--- src/rtl/coarse_seq.sv ---
// Coarse switch-network sequencer: decodes rc_hi into the _DCn controls and drives the read counter to null the coarse error.
// Decode takes 1 cycle and pulses follow ref_pk_n by 2 cycles; there is no backpressure, so strobes outside their wait state are dropped.
module coarse_seq #(
    parameter int SETTLE_CYC = 16,
    parameter int AMB_LIMIT  = 4
) (
    input  logic       clk,
    input  logic       rst,
    input  logic       en,
    input  logic [6:0] rc_hi,
    input  logic       ref_pk_p,
    input  logic       ref_pk_n,
    input  logic       _TLC1H,
    input  logic       _ADHI,
    output logic       _DC1,
    output logic       _DC2,
    output logic       _DC3,
    output logic       _DC4,
    output logic       _DC5,
    output logic       _DC6,
    output logic       _DC7,
    output logic       _DC8,
    output logic       _DC9,
    output logic       _DC10,
    output logic       _DC11,
    output logic       _DC12,
    output logic       cnt_up,
    output logic       cnt_dn,
    output logic       coarse_err,
    output logic       amb
);

    localparam logic [7:0] SETTLE_LD = SETTLE_CYC[7:0];
    localparam logic [3:0] AMB_LIM   = AMB_LIMIT[3:0];

    typedef enum logic [2:0] {
        IDLE   = 3'd0,
        SETTLE = 3'd1,
        WAIT_P = 3'd2,
        WAIT_N = 3'd3,
        DECIDE = 3'd4
    } state_t;

    state_t      state, state_nxt;
    logic [7:0]  settle_cnt, settle_cnt_nxt;
    logic [3:0]  amb_cnt, amb_cnt_nxt;
    logic        errp, errp_nxt;
    logic        errn, errn_nxt;
    logic        adhi_l, adhi_l_nxt;
    logic        up_nxt, dn_nxt, cerr_nxt, amb_nxt;
    logic        tlc_s1, tlc_s2, adhi_s1, adhi_s2;
    logic [6:0]  rc_prev;
    logic        rc_chg;
    logic [7:0]  sw_low;
    logic [11:0] dc_q, dc_nxt;

    assign rc_chg = (rc_hi != rc_prev);

    // Octant k selects the two summing-amp switches to close (bit n-1 = DCn).
    always_comb begin
        sw_low = 8'h00;
        case (rc_hi[6:4])
            3'd0:    sw_low = 8'b0001_0100;
            3'd1:    sw_low = 8'b0010_1000;
            3'd2:    sw_low = 8'b0010_0010;
            3'd3:    sw_low = 8'b0001_0001;
            3'd4:    sw_low = 8'b0100_0001;
            3'd5:    sw_low = 8'b1000_0010;
            3'd6:    sw_low = 8'b1000_1000;
            default: sw_low = 8'b0100_0100;
        endcase
        dc_nxt = {~rc_hi[0], ~rc_hi[1], ~rc_hi[2], ~rc_hi[3], ~sw_low};
    end

    always_comb begin
        state_nxt      = state;
        settle_cnt_nxt = settle_cnt;
        amb_cnt_nxt    = amb_cnt;
        errp_nxt       = errp;
        errn_nxt       = errn;
        adhi_l_nxt     = adhi_l;
        amb_nxt        = amb;
        cerr_nxt       = coarse_err;
        up_nxt         = 1'b0;
        dn_nxt         = 1'b0;
        if (!en) begin
            state_nxt   = IDLE;
            amb_cnt_nxt = 4'd0;
            amb_nxt     = 1'b0;
        end else begin
            case (state)
                IDLE: begin
                    state_nxt      = SETTLE;
                    settle_cnt_nxt = SETTLE_LD;
                end
                SETTLE: begin
                    if (rc_chg)
                        settle_cnt_nxt = SETTLE_LD;
                    else if (settle_cnt == 8'd0)
                        state_nxt = WAIT_P;
                    else
                        settle_cnt_nxt = settle_cnt - 8'd1;
                end
                WAIT_P: begin
                    if (rc_chg) begin
                        state_nxt      = SETTLE;
                        settle_cnt_nxt = SETTLE_LD;
                    end else if (ref_pk_p) begin
                        errp_nxt  = ~tlc_s2;
                        state_nxt = WAIT_N;
                    end
                end
                WAIT_N: begin
                    if (rc_chg) begin
                        state_nxt      = SETTLE;
                        settle_cnt_nxt = SETTLE_LD;
                    end else if (ref_pk_n) begin
                        errn_nxt   = ~tlc_s2;
                        adhi_l_nxt = adhi_s2;
                        state_nxt  = DECIDE;
                    end
                end
                DECIDE: begin
                    state_nxt      = SETTLE;
                    settle_cnt_nxt = SETTLE_LD;
                    cerr_nxt       = errp | errn;
                    if (errp) begin
                        up_nxt = 1'b1;
                    end else if (errn) begin
                        dn_nxt = 1'b1;
                    end else if (adhi_l) begin
                        // Persistent ambiguity with no error: force the counter upward.
                        if (amb_cnt + 4'd1 == AMB_LIM) begin
                            up_nxt      = 1'b1;
                            amb_nxt     = 1'b1;
                            amb_cnt_nxt = 4'd0;
                        end else begin
                            amb_cnt_nxt = amb_cnt + 4'd1;
                        end
                    end else begin
                        amb_cnt_nxt = 4'd0;
                        amb_nxt     = 1'b0;
                    end
                end
                default: state_nxt = IDLE;
            endcase
        end
    end

    always_ff @(posedge clk) begin
        if (rst) begin
            state      <= IDLE;
            settle_cnt <= 8'd0;
            amb_cnt    <= 4'd0;
            errp       <= 1'b0;
            errn       <= 1'b0;
            adhi_l     <= 1'b0;
            cnt_up     <= 1'b0;
            cnt_dn     <= 1'b0;
            coarse_err <= 1'b0;
            amb        <= 1'b0;
            tlc_s1     <= 1'b1;
            tlc_s2     <= 1'b1;
            adhi_s1    <= 1'b0;
            adhi_s2    <= 1'b0;
            rc_prev    <= 7'd0;
            dc_q       <= 12'hFFF;
        end else begin
            state      <= state_nxt;
            settle_cnt <= settle_cnt_nxt;
            amb_cnt    <= amb_cnt_nxt;
            errp       <= errp_nxt;
            errn       <= errn_nxt;
            adhi_l     <= adhi_l_nxt;
            cnt_up     <= up_nxt;
            cnt_dn     <= dn_nxt;
            coarse_err <= cerr_nxt;
            amb        <= amb_nxt;
            tlc_s1     <= _TLC1H;
            tlc_s2     <= tlc_s1;
            adhi_s1    <= _ADHI;
            adhi_s2    <= adhi_s1;
            rc_prev    <= rc_hi;
            dc_q       <= dc_nxt;
        end
    end

    assign _DC1  = dc_q[0];
    assign _DC2  = dc_q[1];
    assign _DC3  = dc_q[2];
    assign _DC4  = dc_q[3];
    assign _DC5  = dc_q[4];
    assign _DC6  = dc_q[5];
    assign _DC7  = dc_q[6];
    assign _DC8  = dc_q[7];
    assign _DC9  = dc_q[8];
    assign _DC10 = dc_q[9];
    assign _DC11 = dc_q[10];
    assign _DC12 = dc_q[11];

endmodule

--- config.mk ---
export PLATFORM = sky130hd
export DESIGN_NAME = coarse_seq
export DESIGN_NICKNAME = d
export VERILOG_FILES = /design/src/rtl/coarse_seq.sv
export SDC_FILE = /design/constraint.sdc
export NUM_CORES = 1
export LEC_CHECK = 0
export CAP_MARGIN = 20
export CORE_MARGIN = 5
export CORE_UTILIZATION = 45
export CTS_BUF_LIST = sky130_fd_sc_hd__clkbuf_4 sky130_fd_sc_hd__clkbuf_8
export DETAILED_ROUTE_END_ITERATION = 10
export PLACE_DENSITY = 0.68
export SLEW_MARGIN = 10
export SYNTH_ARGS = -nofsm -noshare
export SYNTH_HDL_FRONTEND = slang
export SYNTH_SLANG_ARGS = --single-unit
export TNS_END_PERCENT = 20
--- constraint.sdc ---
create_clock -name clk -period 5.95 [get_ports clk]
set_clock_uncertainty 0.1 [all_clocks]
set_input_delay 1.19 -clock clk [delete_from_list [all_inputs] [get_ports clk]]
set_output_delay 1.19 -clock clk [all_outputs]
set_load 0.02 [all_outputs]
-- Word level (Yosys, flattened, before mapping)
Index checks and enable logic that the tools add are counted.
- shifts and indexed selects: 0
- add/sub/neg operators: 2
- mux-type cells: 21
- divide/modulo/power cells: 0
- magnitude comparators: 0
- bitwise operators: 12
- multiply operators: 0
- equality and inequality tests: 19
- reduce and logical (&&, ||, !) cells: 16
- operators with widths (operator ; number):
    8-bit one-hot mux with 7 select lines ; 1
    8-bit 2-to-1 mux ; 3
    8-bit one-hot mux with 3 select lines ; 1
    4-bit AND reduction ; 5
    3-bit 2-to-1 mux ; 6
    3-bit by 2-bit equality test with 1-bit output, second input constant ; 4
    3-bit equality test, second input constant ; 4
    3-bit one-hot mux with 4 select lines ; 1
    1-bit NOT ; 10
    3-bit inequality test, second input constant ; 3
    8-bit zero test ; 1
    4-bit 2-to-1 mux ; 2
    8-bit NOT ; 1
    8-bit by 1-bit subtractor with 8-bit output, second input constant ; 1
    1-bit 2-to-1 mux ; 7
    7-bit inequality test ; 1
    3-bit by 1-bit equality test with 1-bit output, second input constant ; 2
    3-bit zero test ; 2
    2-bit OR reduction ; 3
    4-bit by 1-bit adder with 4-bit output, second input constant ; 1
    4-bit by 3-bit equality test with 1-bit output, second input constant ; 1
    2-bit by 1-bit inequality test with 1-bit output, second input constant ; 2
    2-bit inequality test, second input constant ; 2
    4-bit OR reduction ; 1
    other kinds (5) ; 5
- memories kept: 0
- memory bits (writable): 0
- output and inout port bits: 16
- register bits after elaboration: 45
- bits in latches: 0
- bits in read-only memories: 0
- bits of input ports: 14

-- Depth between registers and ports, before layout
- word-level depth: 6
- depth in mapped cells: 7
- gate-level depth less buffers: 7

-- Worst setup path before layout
OpenSTA, ideal clock, no wires.
- path type: input-to-reg
- start point: in rc_hi[1]
- end point: reg settle_cnt[7]
- setup slack: 3.360 ns
- data required time: 5.776 ns
- library setup time: 0.074 ns
- cell stages on the path: 5
- data arrival time: 2.416 ns
- path through: xor2_1 nor4_4 nand4_1 or4_1 o21ai_0
- word-level cells in the longest chain between the ends: 3
- ends and longest elaborated chain (element ; line ; text):
    from (decl) ; 10 ; input logic [6:0] rc_hi,
    7-bit inequality test * ; 57 ; assign rc_chg = (rc_hi != rc_prev);
    3-bit inequality test (no line), or another cell as far along ; -- ;
    4-bit AND reduction (no line) or 8-bit one-hot mux with 3 select lines (tied branches) ; -- ;
    to (signal assigned) ; 170 ; settle_cnt <= settle_cnt_nxt;
    to (decl) ; 45 ; logic [7:0] settle_cnt, settle_cnt_nxt;
Every way passes the cells marked *; elsewhere a longest branch is shown, timed or not.
A chain may end at the register's enable or synchronous reset.

-- Final worst setup path
- start point: in rc_hi[4]
- end point: reg settle_cnt[7]
Same word-level chain as after synthesis.

==> out/metrics.csv <==
stage,metric,value,unit
yosys,register area share after synthesis,0.461,
pwr,leakage,0.915,nW
routing,Vias per Instance,5.28,
yosys,ys flop type,dfxtp_1,
floorplanning,die height,75.9,um
sta,setup TNS,0,ns
yosys,number of library cell types mapped by synthesis,46,
worst_setup_path,worst r2r src,settle_cnt[0],
global_route,initial antenna violation count,0,
sta,RSZ-0062 raised after global routing,no,
cts,Post-CTS Setup Bufs,0,
routing,residual DRC count,0,
placed_design,PortBufs,29,
pwr,Pwr Density,241,nW/um^2
sta,post-layout min period,3.18,ns
cells_and_area,Reg area,901,sq um
cells_and_area,final non-filler cell total,292,
worst_setup_path,Worst Path Required,6.07,ns
placed_design,"worst slack, placed",2.48,ns
routing,Routed WL,3.72,mm
yosys,YS warnings,0,
sta,worst-margin pin slew,0.564,ns
yosys,most common cell in the synthesized netlist,dfxtp_1,
worst_setup_path,R2R Setup Slk,3.78,ns
yosys,Yosys top cell area share,0.461,
yosys,list of most frequent post-synthesis cells,"dfxtp_1 (45), nand2_1 (26), nor2b_1 (10), o21ai_0 (10)",
cts,clk root buf,clkbuf_8,
worst_setup_path,CP endpoint,settle_cnt[7],
worst_setup_path,CP max FO,12,
sta,"Hold Vio Cnt, Final",0,
routing,DR pass1 iterations,4,
yosys,Cells after Synth,214,
cells_and_area,# nets final,257,
global_route,largest net degree at the start of global routing,20,
global_route,first-pass GRT wire length,6.51,mm
yosys,mapped cell area,1960,sq um
yosys,Yosys reg bits,45,
routing,Final ANT Viol Nets,0,
floorplanning,core area,4290,sq um
floorplanning,die area,5760,sq um
cells_and_area,Final Util,0.544,
routing,average wire per standard cell,12.7,um
floorplanning,IO Count,30,
cells_and_area,share of cells above drive strength 1,0.0833,
cts,clk slew on worst S/H paths,0.08,ns
floorplanning,# rows,24,
worst_setup_path,Worst R2R Path Depth,7,
placed_design,GPL Wtd Cong,0.811,
cts,# resized after CTS,0,
sta,final worst-path cycle share,0.535,
cts,CTS Sinks,45,
yosys,Async SR Flop Fraction,0,
worst_setup_path,Critical Path End Type,flip-flop,
yosys,Post-synth EDFFs,0,
sta,fmax,314,MHz
placed_design,dpl cells,284,
worst_setup_path,worst flop-to-flop path endpoint,settle_cnt[7],
routing,DRT iter0 DRCs,86,
yosys,Synth area leader,dfxtp_1,
floorplanning,Initial Utilization,0.455,
cts,H-tree depth,2,
sta,WHS,0.316,ns
cts,CTS tree,built,
cells_and_area,n_diodes,0,
worst_setup_path,critical path startpoint category,input port,
sta,Setup WS post-layout,2.77,ns
placed_design,Detailed Place HPWL,2.65,mm
sta,Worst slew margin,0.623,
sta,Final Max Tran Viols,0,
hold_path,hold depth,1,
pwr,Peak VDD IR,0.129,mV
sta,Setup-failing EPs final,0,
worst_setup_path,crit path DAT,3.31,ns
hold_path,HP Class,reg -> reg,
global_route,total gr overflow,0,
yosys,Synthesized Nets,232,
worst_setup_path,crit path from,rc_hi[4],
cells_and_area,Synth-to-Final Area Change,19.5,%
global_route,Overall Global Routing Usage,0.132,
global_route,vias in the first global route,1453,
worst_setup_path,critical path class,in -> reg,
floorplanning,Horiz. Die Dim,75.9,um
cts,Skew-Pair Late Insertion Delay,0.29,ns
yosys,Post-Syn Area per Cell,9.14,sq um
yosys,top post-synthesis cells by area,"dfxtp_1 (46%), nand2_1 (5.0%), xor2_1 (3.6%)",
cts,CTS Buffer Depth,2,
run_status,outcome,completed,
flow_run,max_cap viols,0,
cells_and_area,fillers,392,
cells_and_area,area occupied by multi-input gates,956,sq um
cts,CTS buffer count,5,
routing,Vias,1541,
cts,CTS Hold Buffers Added,0,
## report_power, final
| group | switching (W) | total (W) | internal (W) |
|---|---|---|---|
| sequential | 0.00000414 | 0.000314 | 0.000310 |
| combinational | 0.0000315 | 0.0000593 | 0.0000278 |
| clock | 0.0000982 | 0.000190 | 0.0000923 |
## how the worst min path moves through the flow
stage	slack, ns	to	from
2_1_floorplan	0.29	tlc_s2	tlc_s1
3_3_place_gp	0.29	tlc_s2	tlc_s1
3_5_place_dp	0.30	tlc_s2	tlc_s1
4_1_cts	0.32	tlc_s2	tlc_s1
5_1_grt	0.34	tlc_s2	tlc_s1
6_report	0.32	tlc_s2	tlc_s1
## layer usage
metal / track usage / share of wire
met1: 0.174 / 0.50
met2: 0.199 / 0.42
met3: 0.0509 / 0.072
met4: 0.0391 / 0.0022
met5: 0 / 0
## registers in the layout (all words and copies together) (netlist names)
signal      cells
dc_q           12
settle_cnt      8
rc_prev         7
amb_cnt         4
state           3
adhi_l          1
adhi_s1         1
adhi_s2         1
amb             1
cnt_dn          1
cnt_up          1
coarse_err      1
errn            1
errp            1
tlc_s1          1
tlc_s2          1
## cell usage in the layout (no fill, tap or decap), types with 3 or more instances in the layout
master / n
a21o_1: 3
a21oi_1: 3
a31oi_1: 5
and2_1: 3
and3_1: 3
clkbuf_8: 5
clkdlybuf4s50_1: 29
dfxtp_1: 45
ha_1: 4
inv_1: 8
mux2i_1: 3
nand2_1: 26
nand2b_1: 3
nand3_1: 6
nor2_1: 8
nor2b_1: 10
nor3_1: 7
nor3b_1: 4
o21ai_0: 10
o41ai_1: 3
or2_2: 7
or3_1: 5
xor2_1: 8
## cell families (layout without fill, tap and decap cells)
family | after synthesis | in the layout | synth area share
AND/OR/NAND/NOR | 95 | 95 | 0.275
multiplexers | 3 | 3 | 0.0154
XOR/XNOR | 9 | 9 | 0.0403
buffers and inverters | 20 | 46 | 0.0505
flip-flops | 45 | 45 | 0.461
AO/OA/AOI/OAI | 38 | 38 | 0.132
adder cells (fa/ha/maj) | 4 | 4 | 0.0256
## area by class of cell
type,count,area share
flip-flops and latches,45,0.385
clock inverters,1,0.00321
repair buffers,29,0.124
well taps,52,0.0278
multi-input cells,149,0.409
clock buffers,7,0.0359
inverters,9,0.0145
## critical path, stage by stage
cell             delay [ns]
clkdlybuf4s50_1        0.71
xor2_1                 0.17
nor4_4                 0.35
nand4_1                0.29
or4_1                  0.52
o21ai_0                0.07
## per-stage QoR
stage	cell area, sq um	total power [W]
finish	2340	0.000564
global route	2340	0.000590
CTS	2340	0.000571
detailed placement	2250	0.000381
global placement	2250	0.000381
floorplan	1960	0.000357
Note: power is estimated with default switching activity, not from simulation.
